$ cat src/rtl/qflatten_pkg.sv
// Shared definitions for the queue flattener: skid buffer states and the eot level mapping.
package qflatten_pkg;

  typedef enum logic [1:0] {
    EMPTY = 2'd0,
    ONE   = 2'd1,
    FULL  = 2'd2
  } skid_state_t;

  localparam int MAX_LVL = 32;

  // Low din_lvl-dout_lvl+1 levels collapse into output level 0; higher levels shift down.
  function automatic logic [MAX_LVL-1:0] map_eot(input logic [MAX_LVL-1:0] din_eot,
                                                 input int din_lvl,
                                                 input int dout_lvl);
    logic [MAX_LVL-1:0] map;
    int f;
    map = '0;
    f   = din_lvl - dout_lvl;
    if (dout_lvl > 0) begin
      map[0] = 1'b1;
      for (int i = 0; i < MAX_LVL; i++) begin
        if (i <= f) map[0] = map[0] & din_eot[5'(i)];
      end
      for (int k = 1; k < MAX_LVL; k++) begin
        if (k < dout_lvl) map[5'(k)] = din_eot[5'(f + k)];
      end
    end
    return map;
  endfunction

endpackage

$ cat src/rtl/dti_skid.sv
// Generic 2-entry skid buffer: 1-cycle latency, full rate; i_valid/o_ready upstream, o_valid/i_ready downstream.
// o_ready and o_valid depend only on the state flop (plus reset), so no combinational path crosses the stage.
module dti_skid import qflatten_pkg::*; #(
  parameter int W = 8
) (
  input  logic         clk,
  input  logic         rst,
  input  logic         i_valid,
  output logic         o_ready,
  input  logic [W-1:0] i_data,
  output logic         o_valid,
  input  logic         i_ready,
  output logic [W-1:0] o_data
);

  skid_state_t  r_state;
  logic [W-1:0] r_head;
  logic [W-1:0] r_tail;
  logic         w_push;
  logic         w_pop;

  assign o_ready = rst & (r_state != FULL);
  assign o_valid = (r_state != EMPTY);
  assign o_data  = r_head;
  assign w_push  = i_valid & o_ready;
  assign w_pop   = o_valid & i_ready;

  // r_head is always the element presented downstream; r_tail only holds the overflow entry.
  always_ff @(posedge clk or negedge rst) begin
    if (!rst) begin
      r_state <= EMPTY;
      r_head  <= '0;
      r_tail  <= '0;
    end else begin
      unique case (r_state)
        EMPTY: begin
          if (w_push) begin
            r_head  <= i_data;
            r_state <= ONE;
          end
        end
        ONE: begin
          if (w_push && w_pop) begin
            r_head <= i_data;
          end else if (w_push) begin
            r_tail  <= i_data;
            r_state <= FULL;
          end else if (w_pop) begin
            r_state <= EMPTY;
          end
        end
        FULL: begin
          if (w_pop) begin
            r_head  <= r_tail;
            r_state <= ONE;
          end
        end
        default: r_state <= EMPTY;
      endcase
    end
  end

endmodule

$ cat src/rtl/qflatten_reg.sv
// Flattens the low eot levels of a dti queue and tags elements with a sub-transaction index.
// Latency 0 (REG_OUT=0, ready passes straight through) or 1 (REG_OUT=1, skid stage, registered ready).
module qflatten_reg import qflatten_pkg::*; #(
  parameter int TDIN     = 17,
  parameter int DIN_LVL  = 2,
  parameter int DOUT_LVL = 1,
  parameter int CNT_W    = 0,
  parameter int REG_OUT  = 1
) (
  input  logic                           clk,
  input  logic                           rst,
  input  logic                           din_valid,
  output logic                           din_ready,
  input  logic [TDIN+DIN_LVL-1:0]        din_data,
  output logic                           dout_valid,
  input  logic                           dout_ready,
  output logic [((CNT_W+TDIN+DOUT_LVL) > 0 ? (CNT_W+TDIN+DOUT_LVL) : 1)-1:0] dout_data
);

  localparam int DOUT_W  = CNT_W + TDIN + DOUT_LVL;
  localparam int DOUT_PW = (DOUT_W > 0) ? DOUT_W : 1;

  if (DIN_LVL < 1 || DOUT_LVL > DIN_LVL || DIN_LVL > MAX_LVL) begin : g_bad_cfg
    $error("qflatten_reg: need 1 <= DIN_LVL <= 32 and DOUT_LVL <= DIN_LVL");
  end

  logic [MAX_LVL-1:0] w_map;
  logic               w_last;
  logic               w_hs;
  logic               w_din_ready;
  logic [DOUT_PW-1:0] w_out;
  logic               w_unused_map;

  assign w_map        = map_eot(MAX_LVL'(din_data[TDIN+DIN_LVL-1:TDIN]), DIN_LVL, DOUT_LVL);
  assign w_last       = w_map[0];
  assign w_unused_map = ^w_map;
  assign w_hs         = din_valid & w_din_ready;
  assign din_ready    = w_din_ready;

  if (TDIN > 0) begin : g_data
    assign w_out[TDIN-1:0] = din_data[TDIN-1:0];
  end

  if (DOUT_LVL > 0) begin : g_eot
    assign w_out[TDIN +: DOUT_LVL] = w_map[DOUT_LVL-1:0];
  end

  // The element closing a sub-transaction keeps the pre-clear index; with no eot levels w_last is 0.
  if (CNT_W > 0) begin : g_cnt
    logic [CNT_W-1:0] r_cnt;
    always_ff @(posedge clk or negedge rst) begin
      if (!rst) begin
        r_cnt <= '0;
      end else if (w_hs) begin
        r_cnt <= w_last ? '0 : r_cnt + CNT_W'(1);
      end
    end
    assign w_out[TDIN+DOUT_LVL +: CNT_W] = r_cnt;
  end

  if (DOUT_W == 0) begin : g_empty
    assign w_out = 1'b0;
  end

  if (REG_OUT != 0) begin : g_skid
    dti_skid #(.W(DOUT_PW)) u_skid (
      .clk     (clk),
      .rst     (rst),
      .i_valid (din_valid),
      .o_ready (w_din_ready),
      .i_data  (w_out),
      .o_valid (dout_valid),
      .i_ready (dout_ready),
      .o_data  (dout_data)
    );
  end else begin : g_pass
    assign w_din_ready = dout_ready;
    assign dout_valid  = din_valid;
    assign dout_data   = w_out;
  end

endmodule

$ cat config.mk
export PLATFORM = sky130hd
export DESIGN_NAME = qflatten_reg
export DESIGN_NICKNAME = d
export VERILOG_FILES = /design/src/rtl/qflatten_pkg.sv /design/src/rtl/dti_skid.sv /design/src/rtl/qflatten_reg.sv
export SDC_FILE = /design/constraint.sdc
export NUM_CORES = 1
export LEC_CHECK = 0
export BUFFER_PORTS_ARGS = -buffer_cell sky130_fd_sc_hd__buf_2
export CAP_MARGIN = 40
export CORE_ASPECT_RATIO = 0.6
export CORE_MARGIN = 2
export CORE_UTILIZATION = 56
export DETAILED_ROUTE_END_ITERATION = 6
export PLACE_DENSITY = 0.81
export SETUP_SLACK_MARGIN = 0.05
export SYNTH_ARGS = -nofsm -noshare
export SYNTH_HDL_FRONTEND = slang
export SYNTH_SLANG_ARGS = --single-unit
export TNS_END_PERCENT = 100
$ cat constraint.sdc
create_clock -name clk -period 3 [get_ports clk]
set_input_delay 0.45 -clock clk [delete_from_list [all_inputs] [get_ports clk]]
set_output_delay 0.45 -clock clk [all_outputs]
set_load 0.005 [all_outputs]
==> After elaboration in Yosys (flattened, before gate mapping) <==
Cells that the tools add are included.
{ "op_classes": {"n_eq_ne": 8, "mux": 10, "bitwise": 5, "n_reduce_logical": 7} }
{ "op_table": {"columns": ["op", "n"], "rows": [
  ["$mux W18", 3],
  ["$pmux W18 S3", 1],
  ["$mux W2", 5],
  ["$reduce_and A4 Y1", 2],
  ["$ne A2 B1 Y1 const B", 3],
  ["$pmux W2 S3", 1],
  ["$and A1 B1 Y1", 4],
  ["$ne A2 B2 Y1 const B", 2],
  ["$ne A3 B1 Y1 const B", 1],
  ["$reduce_and A3 Y1", 1],
  ["$reduce_bool A3 Y1", 1],
  ["$eq A2 B1 Y1 const B", 1],
  ["$eq A2 B2 Y1 const B", 1],
  ["$logic_not A2 Y1", 1],
  ["$reduce_bool A2 Y1", 1],
  ["$logic_and A1 B1 Y1", 1],
  ["$not A1 Y1", 1]
]} }
{ "word_totals": {"ff_bits": 38, "in_bits": 23, "output_inout_bits": 20} }

==> Depth between registers and ports, before layout <==
{ "logic_depth": {"ltp_word": 6, "mapped_depth": 5, "ltp_nobuf": 3} }

==> By module <==
Synthesis repeated with hierarchy kept, for this count alone.
{ "hier_totals": {"hier_cells": 114, "hier_area_um2": 1687.9} }
{ "by_module_without_submodules": {"columns": ["mod", "n_inst", "cells_each", "area_per_inst_um2", "seq_area_each_um2"], "rows": [
  ["dti_skid", 1, 113, 1681.6, 950.9],
  ["qflatten_reg", 1, 1, 6.3, 0.0]
]} }

==> Worst setup path before layout <==
No wires, ideal clock.
{ "synth_path": {"kind": "register -> register", "start": "reg g_skid.u_skid.r_state[0]", "end": "reg g_skid.u_skid.r_head[10], in the netlist g_skid.u_skid.o_data[10]", "setup_ns": 0.125, "arrival_time_ns": 1.492, "required_time_ns": 2.875, "slack_ns": 1.383, "stages_incl_launch_ff": 5, "path_cell_list": "dfrtp_1 -> nor2b_2 -> o31ai_4 -> buf_6 -> mux2_2"} }
{ "synth_between": {"elab_chain_len": 6, "word_cells_on_any_way": 15} }
{ "synth_rtl": {"columns": ["item", "line", "rtl"], "rows": [
  ["from (decl)", "dti_skid.sv:16", "skid_state_t r_state;"],
  ["from (signal assigned)", "dti_skid.sv:31", "r_state <= EMPTY;"],
  ["from (signal assigned)", "dti_skid.sv:39", "r_state <= ONE;"],
  ["from (signal assigned)", "dti_skid.sv:47", "r_state <= FULL;"],
  ["$ne A2 B2 Y1", "dti_skid.sv:22", "assign o_ready = rst & (r_state != FULL);"],
  ["$and A1 B1 Y1", "dti_skid.sv:22", null],
  ["$and A1 B1 Y1", "dti_skid.sv:25", "assign w_push = i_valid & o_ready;"],
  ["$logic_and A1 B1 Y1", "dti_skid.sv:43", "if (w_push && w_pop) begin"],
  ["$ne A2 B1 Y1 (no source line)", null, null],
  ["$reduce_and A4 Y1 (no source line)", null, null],
  ["to (signal assigned)", "dti_skid.sv:38", "r_head <= i_data;"],
  ["to (signal assigned)", "dti_skid.sv:44", "r_head <= i_data;"],
  ["to (signal assigned)", "dti_skid.sv:54", "r_head <= r_tail;"],
  ["to (decl)", "dti_skid.sv:17", "logic [W-1:0] r_head;"]
]} }
Parallel ways exist; a longest one is shown, timed or not.
A chain may end at the register's enable or synchronous reset.

==> Worst setup path after layout <==
{ "layout_path": {"start": "reg g_skid.u_skid.r_state[1]", "end": "out din_ready"} }
{ "layout_between": {"elab_chain_len": 2} }
{ "layout_rtl": {"columns": ["item", "line", "rtl"], "rows": [
  ["$ne A2 B2 Y1", "dti_skid.sv:22", null],
  ["$and A1 B1 Y1", "dti_skid.sv:22", null],
  ["to (decl)", "qflatten_reg.sv:13", "output logic din_ready,"]
]} }
No other way between the ends.

==> tab_implementation.tex <==
\begin{tabular}{lr}
\hline
Metric & Value \\
\hline
\multicolumn{2}{l}{\textbf{Power and ir drop}} \\
Internal portion of total power & 1.11 mW \\
Power spent charging and discharging nets & 379 uW \\
PD cells & 713 mW/mm\^{}2 \\
Comb power frac & 0.248 \\
Leak pwr & 0.971 nW \\
Part of the power in the clock network & 0.236 \\
Worst vdd rail ir drop & 0.350 mV \\
Switch share & 0.255 \\
Share of total power in sequential cells & 0.516 \\
\multicolumn{2}{l}{\textbf{Drt}} \\
Remaining antenna violation count after routing & 0 \\
Vias per inst & 5.25 \\
Routed vias & 1061 \\
DRC violation total after the first TritonRoute iteration & 19 \\
Routed wire length & 3130 um \\
Wirelength per Cell & 15.5 um \\
Iteration count of the initial detailed-routing pass & 4 \\
DRC violations left & 0 \\
\multicolumn{2}{l}{\textbf{Timing}} \\
Worst-case setup margin in the final layout & 0.957 ns \\
Max transition margin & 0.758 \\
Actual slew at the worst max-slew pin & 0.363 ns \\
Pins over their slew limit & 0 \\
Accumulated negative setup slack & 0 ns \\
Hold violation count in the final report & 0 \\
Final Cycle Share & 0.681 \\
Worst hold slack & 0.0216 ns \\
Time the final worst path needs with I/O delays and setup & 2.04 ns \\
Highest clock rate & 0.489 GHz \\
Max Clock Skew & 0.00599 ns \\
Unrepaired setup endpoints after global routing & no \\
Final Setup Violations & 0 \\
\multicolumn{2}{l}{\textbf{Cells and area}} \\
Layout area overhead & 18.5\% \\
Final-stage net count & 182 \\
Number of antenna diodes & 0 \\
Share of final-layout standard cells stronger than drive strength 1 & 0.694 \\
Number of fill cells in the layout & 223 \\
\multicolumn{2}{l}{\textbf{Setup path}} \\
CP startpoint kind & flop \\
Required arrival time at the worst endpoint & 2.55 ns \\
Endpoint arrival time on the critical path & 1.59 ns \\
Worst-path fanout max & 16 \\
Type of the worst setup path & reg -> out \\
Nature of the critical path endpoint & primary output \\
\multicolumn{2}{l}{\textbf{Synth}} \\
Yosys top cell by area & sky130\_fd\_sc\_hd\_\_dfrtp\_1 \\
Commonest register cell after synthesis & sky130\_fd\_sc\_hd\_\_dfrtp\_1 \\
Share of Yosys cell area claimed by the top area cell type & 0.539 \\
Number of enable-type register cells in the synthesized netlist & 0 \\
Post-Syn Nets & 135 \\
Most frequent cells after synthesis & 44 x sky130\_fd\_sc\_hd\_\_mux2\_2, 38 x sky130\_fd\_sc\_hd\_\_dfrtp\_1, 10 x sky130\_fd\_sc\_hd\_\_mux2\_4 \\
Seq/Total Area, Yosys & 0.539 \\
Number of standard cells after synthesis & 112 \\
Async set or reset register ratio after synthesis & 1.00 \\
Synth warnings & 0 \\
Synth top area cells & sky130\_fd\_sc\_hd\_\_dfrtp\_1 54\%, sky130\_fd\_sc\_hd\_\_mux2\_2 28\%, sky130\_fd\_sc\_hd\_\_mux2\_4 8.5\% \\
Number of unique standard cell types used by synthesis & 19 \\
Mean instance size in the synthesized netlist & 15.7 um\^{}2 \\
Flops \& latches, synth & 38 \\
Most used standard cell by instance count after synthesis & sky130\_fd\_sc\_hd\_\_mux2\_2 \\
Combined area of all synthesized cells & 0.00176 mm\^{}2 \\
\multicolumn{2}{l}{\textbf{Floorplan}} \\
DIE AREA & 0.00363 mm\^{}2 \\
Total core area & 0.00293 mm\^{}2 \\
Width of the die & 76.4 um \\
Core Rows & 15 \\
Die Ht & 47.5 um \\
I/O pins & 43 \\
Initial standard-cell utilization of the core & 0.602 \\
\multicolumn{2}{l}{\textbf{Clock network}} \\
Root buffer cell & sky130\_fd\_sc\_hd\_\_clkbuf\_8 \\
Clock transition at the registers of the reported paths & 0.07 ns \\
Worst-Skew Late Latency & 0.28 ns \\
Post-cts gate resize count & 0 \\
H-tree level count & 2 \\
Clock buffers created by TritonCTS & 5 \\
Sinks on Clock Net & 38 \\
Hold-fix buffers, CTS & 0 \\
Number of buffers added for setup after CTS & 0 \\
CTS max path bufs & 2 \\
Clock tree from TritonCTS & built \\
\multicolumn{2}{l}{\textbf{Place}} \\
Routability Congestion & 0.685 \\
Detailed placement HPWL & 2220 um \\
Worst slack after detailed placement & 1.14 ns \\
Port-buffer cells & 42 \\
\multicolumn{2}{l}{\textbf{GRT}} \\
Remaining global-route overflow & 0 \\
Overall Global Routing Usage & 0.197 \\
Antenna violations before repair & 0 \\
First-pass GRT wire length & 5260 um \\
Pin count of the biggest net entering global routing & 32 \\
Number of global-route vias before repair & 1136 \\
\multicolumn{2}{l}{\textbf{Job}} \\
Max-cap violation count & 0 \\
\multicolumn{2}{l}{\textbf{Min path}} \\
Type of the most critical hold path & in -> async \\
\multicolumn{2}{l}{\textbf{Status}} \\
Result of the run & completed \\
\hline
\end{tabular}
[worst paths after layout]
path / end / startpoint / slack [ns] / depth (start not counted)
min in group clk: g_skid.u_skid.r_state[1] / dout_ready / 0.40 / 2
worst max register to register: g_skid.u_skid.o_data[1] / g_skid.u_skid.r_state[1] / 1.14 / 4
worst min-delay path: g_skid.u_skid.r_tail[2] / rst / 0.02 / 1
worst min register to register: g_skid.u_skid.o_data[2] / g_skid.u_skid.o_data[2] / 0.50 / 1
worst max-delay path: din_ready / g_skid.u_skid.r_state[1] / 0.96 / 4
max in group asynchronous: g_skid.u_skid.r_tail[3] / rst / 2.35 / 2
[power groups by stage]
stage / Combinational [mW] / Clock [mW] / Sequential, mW
detailed placement: 0.377 / 0 / 0.775
global placement: 0.364 / 0 / 0.761
CTS: 0.378 / 0.362 / 0.769
floorplan: 0.239 / 0 / 0.761
global route: 0.406 / 0.383 / 0.789
finish: 0.370 / 0.352 / 0.769
[flip-flops by register name, summed over array words and instances, names as in the netlist]
name,cells
g_skid.u_skid.o_data,18
g_skid.u_skid.r_tail,18
g_skid.u_skid.r_state,2
[routing by layer]
metal,vias to the layer above,part of all wire,wire (um),GRT usage
met5,-,0,0,0
met4,0,0.011,35,0.0764
met3,5,0.045,141,0.0566
met2,29,0.49,1540,0.354
met1,530,0.45,1420,0.240
li1,497,-,-,-
[per-stage QoR]
stage | power [mW] | std cells | util | cell area [um^2]
after CTS | 1.51 | 202 | 0.714 | 2090
after global routing | 1.58 | 202 | 0.714 | 2090
after floorplan | 1.00 | 112 | - | 1760
after global placement | 1.12 | 194 | 0.682 | 2000
after detailed placement | 1.15 | 194 | 0.682 | 2000
final | 1.49 | 202 | 0.714 | 2090
[worst max-delay path, cell delays in order (launching register included)]
cell and delay [ns]:
sky130_fd_sc_hd__dfrtp_1 0.48, sky130_fd_sc_hd__nor2b_2 0.33, sky130_fd_sc_hd__buf_4 0.30, sky130_fd_sc_hd__nor2b_1 0.07, sky130_fd_sc_hd__buf_2 0.13
[final cells by class]
type	instances	area, um^2	share of cell area
tap	42	52.6	0.0251
multi-input combinational	69	762	0.365
sequential	38	951	0.455
clock inverter	1	5.00	0.00240
clock buffer	7	86.3	0.0413
timing repair buffer	45	233	0.111
[cells in the final DEF, fill, tap and decap left out, types with 2 or more instances in the layout]
master                      n
sky130_fd_sc_hd__buf_4      3
sky130_fd_sc_hd__mux2_4    10
sky130_fd_sc_hd__buf_2     42
sky130_fd_sc_hd__clkbuf_8   6
sky130_fd_sc_hd__nor2b_2    2
sky130_fd_sc_hd__a21oi_1    2
sky130_fd_sc_hd__mux2_2    44
sky130_fd_sc_hd__dfrtp_1   38
[cell families (layout without fill, tap and decap cells)]
kind of cell / count (synthesis) / count (layout) / share of synthesized area
flip-flops: 38 / 38 / 0.539
AO/OA/AOI/OAI: 4 / 4 / 0.0213
multiplexers: 55 / 55 / 0.372
AND/OR/NAND/NOR: 10 / 10 / 0.0376
buffers and inverters: 5 / 53 / 0.0298
Note: power is estimated with default switching activity, not from simulation.
